### src/rtl/rns_addsub_ctrl_pkg.sv
// Shared definitions for the RNS residue-channel add/subtract sequencer:
// FSM state encoding, default residue width and the channel moduli.
package rns_addsub_ctrl_pkg;

  // Sequencer states: accept, select B/complement, add, reduce, present.
  typedef enum logic [2:0] {
    ST_IDLE = 3'd0,
    ST_SEL  = 3'd1,
    ST_ADD  = 3'd2,
    ST_RED  = 3'd3,
    ST_OUT  = 3'd4
  } state_e;

  // Default residue bit width (also the select mux datapath width).
  localparam int DEFAULT_WIDTH = 4;

  // Moduli used by the residue channels of the RNS datapath.
  localparam int MOD_7  = 7;
  localparam int MOD_15 = 15;
  localparam int MOD_16 = 16;

endpackage

### src/rtl/rns_addsub_ctrl_mux.sv
// 2:1 select mux feeding the channel adder: i0 when s0=0, i1 when s0=1.
module rns_addsub_ctrl_mux #(
  parameter int WIDTH = 4
) (
  input  logic [WIDTH-1:0] i0,
  input  logic [WIDTH-1:0] i1,
  input  logic             s0,
  output logic [WIDTH-1:0] y
);

  // Pure combinational selection.
  always_comb begin
    y = s0 ? i1 : i0;
  end

endmodule

### src/rtl/rns_addsub_ctrl.sv
// One residue channel of the RNS add/subtract datapath.
// Accepts (a, b, op), forms the additive inverse of b, selects b or its
// inverse through the 2:1 mux, adds and reduces modulo MOD, then holds
// the result until the consumer takes it. One operation in flight.
module rns_addsub_ctrl
  import rns_addsub_ctrl_pkg::*;
#(
  parameter int WIDTH = DEFAULT_WIDTH,
  parameter int MOD   = MOD_7
) (
  input  logic             clk,
  input  logic             rst,
  input  logic             in_valid,
  output logic             in_ready,
  input  logic [WIDTH-1:0] in_a,
  input  logic [WIDTH-1:0] in_b,
  input  logic             in_op,
  output logic             out_valid,
  input  logic             out_ready,
  output logic [WIDTH-1:0] out_res,
  output logic             out_err,
  output logic             mux_sel,
  output logic             busy
);

  // The channel modulus can equal 2^WIDTH, so range checks use one extra
  // bit. The low WIDTH bits alone are enough for the subtractions, whose
  // true results always fit in WIDTH bits (MOD-b for b>=1, sum-MOD when
  // sum>=MOD).
  localparam logic [WIDTH:0]   MOD_W  = (WIDTH+1)'(MOD);
  localparam logic [WIDTH-1:0] MOD_LO = WIDTH'(MOD);

  state_e           state_q, state_d;
  logic [WIDTH-1:0] a_q, a_d;
  logic [WIDTH-1:0] b_q, b_d;
  logic             op_q, op_d;
  logic             err_q, err_d;
  logic [WIDTH-1:0] comp_q, comp_d;
  logic             mux_sel_q, mux_sel_d;
  logic [WIDTH:0]   sum_q, sum_d;
  logic [WIDTH-1:0] out_res_q, out_res_d;
  logic             out_err_q, out_err_d;
  logic             out_valid_q, out_valid_d;
  logic             in_ready_q, in_ready_d;
  logic             busy_q, busy_d;
  logic [WIDTH-1:0] mux_y;

  // The mux select comes from a register, so SEL registers the complement
  // and the select together; the mux output is then consumed by ADD once
  // the select has settled to the latched opcode.
  rns_addsub_ctrl_mux #(
    .WIDTH (WIDTH)
  ) u_mux_2_1 (
    .i0 (b_q),
    .i1 (comp_q),
    .s0 (mux_sel_q),
    .y  (mux_y)
  );

  // Next-state and datapath computation for every sequencer step.
  always_comb begin
    state_d   = state_q;
    a_d       = a_q;
    b_d       = b_q;
    op_d      = op_q;
    err_d     = err_q;
    comp_d    = comp_q;
    mux_sel_d = mux_sel_q;
    sum_d     = sum_q;
    out_res_d = out_res_q;
    out_err_d = out_err_q;

    case (state_q)
      ST_IDLE: begin
        if (in_valid && in_ready_q) begin
          a_d     = in_a;
          b_d     = in_b;
          op_d    = in_op;
          err_d   = ({1'b0, in_a} >= MOD_W) || ({1'b0, in_b} >= MOD_W);
          state_d = ST_SEL;
        end
      end
      ST_SEL: begin
        // Inverse of zero is zero, never MOD.
        comp_d    = (b_q == '0) ? '0 : (MOD_LO - b_q);
        mux_sel_d = op_q;
        state_d   = ST_ADD;
      end
      ST_ADD: begin
        sum_d   = {1'b0, a_q} + {1'b0, mux_y};
        state_d = ST_RED;
      end
      ST_RED: begin
        if (err_q) begin
          out_res_d = '0;
        end else if (sum_q >= MOD_W) begin
          out_res_d = sum_q[WIDTH-1:0] - MOD_LO;
        end else begin
          out_res_d = sum_q[WIDTH-1:0];
        end
        out_err_d = err_q;
        state_d   = ST_OUT;
      end
      ST_OUT: begin
        if (out_valid_q && out_ready) begin
          state_d = ST_IDLE;
        end
      end
      default: state_d = ST_IDLE;
    endcase

    // Handshake outputs are registered from the next state. out_valid
    // rises on the second OUT cycle, which places it four edges after
    // the accepting edge, and drops on the edge the result is taken.
    out_valid_d = (state_q == ST_OUT) && (state_d == ST_OUT);
    in_ready_d  = (state_d == ST_IDLE);
    busy_d      = (state_d != ST_IDLE);
  end

  // Single state register for the sequencer, datapath and outputs.
  always_ff @(posedge clk) begin
    if (rst) begin
      state_q     <= ST_IDLE;
      a_q         <= '0;
      b_q         <= '0;
      op_q        <= 1'b0;
      err_q       <= 1'b0;
      comp_q      <= '0;
      mux_sel_q   <= 1'b0;
      sum_q       <= '0;
      out_res_q   <= '0;
      out_err_q   <= 1'b0;
      out_valid_q <= 1'b0;
      in_ready_q  <= 1'b1;
      busy_q      <= 1'b0;
    end else begin
      state_q     <= state_d;
      a_q         <= a_d;
      b_q         <= b_d;
      op_q        <= op_d;
      err_q       <= err_d;
      comp_q      <= comp_d;
      mux_sel_q   <= mux_sel_d;
      sum_q       <= sum_d;
      out_res_q   <= out_res_d;
      out_err_q   <= out_err_d;
      out_valid_q <= out_valid_d;
      in_ready_q  <= in_ready_d;
      busy_q      <= busy_d;
    end
  end

  assign in_ready  = in_ready_q;
  assign out_valid = out_valid_q;
  assign out_res   = out_res_q;
  assign out_err   = out_err_q;
  assign mux_sel   = mux_sel_q;
  assign busy      = busy_q;

endmodule

### config.mk
export PLATFORM = sky130hd
export DESIGN_NAME = rns_addsub_ctrl
export DESIGN_NICKNAME = d
export VERILOG_FILES = /design/src/rtl/rns_addsub_ctrl_pkg.sv /design/src/rtl/rns_addsub_ctrl_mux.sv /design/src/rtl/rns_addsub_ctrl.sv
export SDC_FILE = /design/constraint.sdc
export NUM_CORES = 1
export LEC_CHECK = 0
export ABC_CLOCK_PERIOD_IN_PS = 2080
export BUFFER_PORTS_ARGS = -buffer_cell sky130_fd_sc_hd__buf_2
export CAP_MARGIN = 20
export CORE_MARGIN = 3
export CORE_UTILIZATION = 55
export CTS_BUF_LIST = sky130_fd_sc_hd__clkbuf_4 sky130_fd_sc_hd__clkbuf_8 sky130_fd_sc_hd__clkbuf_16
export CTS_CLUSTER_SIZE = 16
export DETAILED_ROUTE_END_ITERATION = 6
export PLACE_DENSITY_LB_ADDON = 0.12
export RECOVER_POWER = 100
export SLEW_MARGIN = 20
export SYNTH_ARGS = -nofsm -noshare
export SYNTH_HDL_FRONTEND = slang
export SYNTH_SLANG_ARGS = --single-unit
### constraint.sdc
create_clock -name clk -period 2.08 [get_ports clk]
set_input_delay 0.416 -clock clk [delete_from_list [all_inputs] [get_ports clk]]
set_output_delay 0.416 -clock clk [all_outputs]
set_load 0.01 [all_outputs]
==> results.json <==
{
  "status": "finished, final reports clean",
  "wirelength_mm": 2.53,
  "postLayoutSetupSlackWorst_ns": 0.247,
  "tritoncts": "yes",
  "drtAntennaViolNets": 0,
  "hold_buffers": 0,
  "gp_congestion": 0.811,
  "initialDrtViolationCount": 10,
  "syn_area_per_cell_um2": 9.18,
  "synth_warnings": 0,
  "antenna_found_initial": 0,
  "crit_path_end_kind": "register",
  "overflow": 0,
  "fin_skew_ns": 0.00826,
  "path_max_fanout": 6,
  "insertedDiodeCount": 0,
  "globalRouteTotalUtil_pct": 18.1,
  "grt_max_degree": 32,
  "insertion_delay_ns": 0.33,
  "dr.pass1.iters": 4,
  "via_count": 1120,
  "wire_per_inst_um": 12.4,
  "post-cts-setup-buffers": 0,
  "synth_edf_count": 0,
  "drive_above_1_share_pct": 14.7,
  "synthesis.area_mm2": 0.00140,
  "clkTransAtPathRegs_ns": 0.09,
  "peakVddDrop_uv": 673,
  "slew_headroom_pct": 46.7,
  "synth_cells": 153,
  "cts_root_buffer": "clkbuf_4",
  "worstHoldPathType": "primary input to register",
  "netlist-cell-type-count": 37,
  "finalCritPeriodShare_pct": 88.1,
  "viasPerCell": 5.46,
  "async_reset_ff_share_pct": 0,
  "die_w_um": 56.5,
  "fp.dieArea_mm2": 0.00319,
  "final_hold_viol_count": 0,
  "rsz0062_at_grt": "no",
  "area_growth_pct": 10.8,
  "max_freq_ghz": 0.546,
  "max-cap-violations": 0,
  "critPathLaunchType": "register",
  "ys.flop_type": "dfxtp_1",
  "ys_seq_area_share_pct": 44.2,
  "place_ws_ns": 0.258,
  "h-tree-depth": 2,
  "slew_violations": 0,
  "worstSetupPathType": "register to register",
  "tightest_slew_ns": 0.800,
  "synth-seq-cells": 31,
  "coreArea_mm2": 0.00232,
  "dp_hpwl_mm": 1.94,
  "grt_pass1_vias": 1090,
  "start_util_pct": 60.6,
  "drc": 0,
  "cts_buffer_depth": 2,
  "ioPinCount": 22,
  "synth_nets": 172,
  "cts_sinks": 31,
  "p_leak_nw": 0.661,
  "setup_violations": 0,
  "ff2ff_path_depth": 7,
  "holdPathStages": 3,
  "port_buffers": 21,
  "worst_ep_arrival_time_ns": 2.11,
  "fin_nets": 195,
  "cts-resized-gates": 0,
  "required_ns": 2.36,
  "fillers": 208,
  "final.min_clock_period_ns": 1.83,
  "dieHeight_um": 56.5,
  "setup_tns_ns": 0,
  "grt_pass1_wl_mm": 4.47,
  "powerDensity_mw_per_mm2": 855,
  "cts_made_buffers": 5,
  "rows": 17
}
## routing by layer
metal,up-vias,GRT usage (%),wire (um)
li1,591,-,-
met4,0,10.5,60
met2,18,31.4,1250
met3,8,5.29,107
met5,-,0,0
met1,503,19.4,1110
## critical path, cell delays in order, from the launching register on
cell     delay [ns]
dfxtp_1        0.48
mux2i_1        0.32
inv_1          0.08
ha_1           0.27
a21o_1         0.10
a21oi_1        0.07
or4_1          0.39
nand3_1        0.07
## synthesized netlist by cell type (all sizes together) (3+ instances only)
master   n  area (um2)
inv      3        11.3
buf      4        28.8
mux2     3        33.8
dfxtp   31         621
ha       5        62.6
nor3     4        20.0
nand3    3        15.0
o21ai    8        40.0
a21oi   11        55.1
nand2   11        41.3
nor2    25        93.8
mux2i   14         140
clkbuf   3        11.3
## stage by stage
stage          power (mW)  instance area (um2)  instances  util (%)  hold slack [ns]
2_1_floorplan       0.935                 1400        153         -            0.451
3_3_place_gp        0.994                 1520        197      65.5            0.428
3_5_place_dp         1.00                 1520        197      65.5            0.431
4_1_cts              1.36                 1580        205      68.0            0.320
5_1_grt              1.42                 1560        205      67.1            0.333
6_report             1.33                 1560        205      67.1            0.332
## area by class of cell
cell class                      instances  area [um2]  share of cell area [%]
Multi-Input combinational cell        112         726                    46.7
Sequential cell                        31         621                    39.9
Timing Repair Buffer                   23         105                    6.76
Clock buffer                            7        52.6                    3.38
Tap cell                               28        35.0                    2.25
Inverter                                3        11.3                   0.724
Clock inverter                          1        5.00                   0.322
## power by group
group          total [mW]  leakage (nW)  internal [mW]  switching (mW)
Sequential          0.704         0.253          0.652          0.0516
Combinational       0.277         0.372          0.127           0.150
Clock               0.349        0.0361          0.157           0.191
## flip-flops by register name, indices dropped and copies added, names as in the netlist, 3 cells and up
name     cells
a_q          4
b_q          4
comp_q       4
out_res      4
state_q      3
sum_q        5
## placed cells by master, fill, tap and decap left out
cell / instances
or3b_2: 1
nor3_1: 4
nor3b_1: 2
clkbuf_4: 7
fa_1: 1
nor2_1: 25
nor2b_1: 2
clkinv_2: 1
a21oi_1: 11
nand4b_1: 1
dfxtp_1: 31
ha_1: 5
or4_1: 1
o21bai_1: 1
a22oi_1: 1
nand3_1: 3
xnor2_1: 1
and2_1: 1
inv_1: 3
nor4_1: 2
a311oi_1: 2
o31ai_1: 1
buf_2: 12
or3b_1: 1
a211oi_1: 2
a22o_1: 1
buf_4: 1
and3_1: 2
a31oi_1: 1
mux2_2: 3
nand2_1: 11
o21ai_0: 8
a21o_1: 1
nand3b_1: 2
o21ba_2: 1
clkbuf_1: 10
mux2i_1: 14
## kinds of logic (layout without fill, tap and decap cells)
group	after synthesis	count (layout)	synth area share [%]
compound gates	30	30	13.0
xor+xnor	1	1	0.624
fa+ha+maj	6	6	5.88
buf+inv	10	34	3.65
flops	31	31	44.2
mux	17	17	12.4
simple gates	58	58	20.2
## final timing paths
path / start / to / slack (ns)
setup / recovery: mux_sel / sum_q[3] / 0.25
hold / removal: in_op / op_q / 0.33
setup reg to reg: mux_sel / sum_q[3] / 0.25
hold reg to reg: out_res[0] / out_res[0] / 0.44
Power figures use the tool's default switching activity.
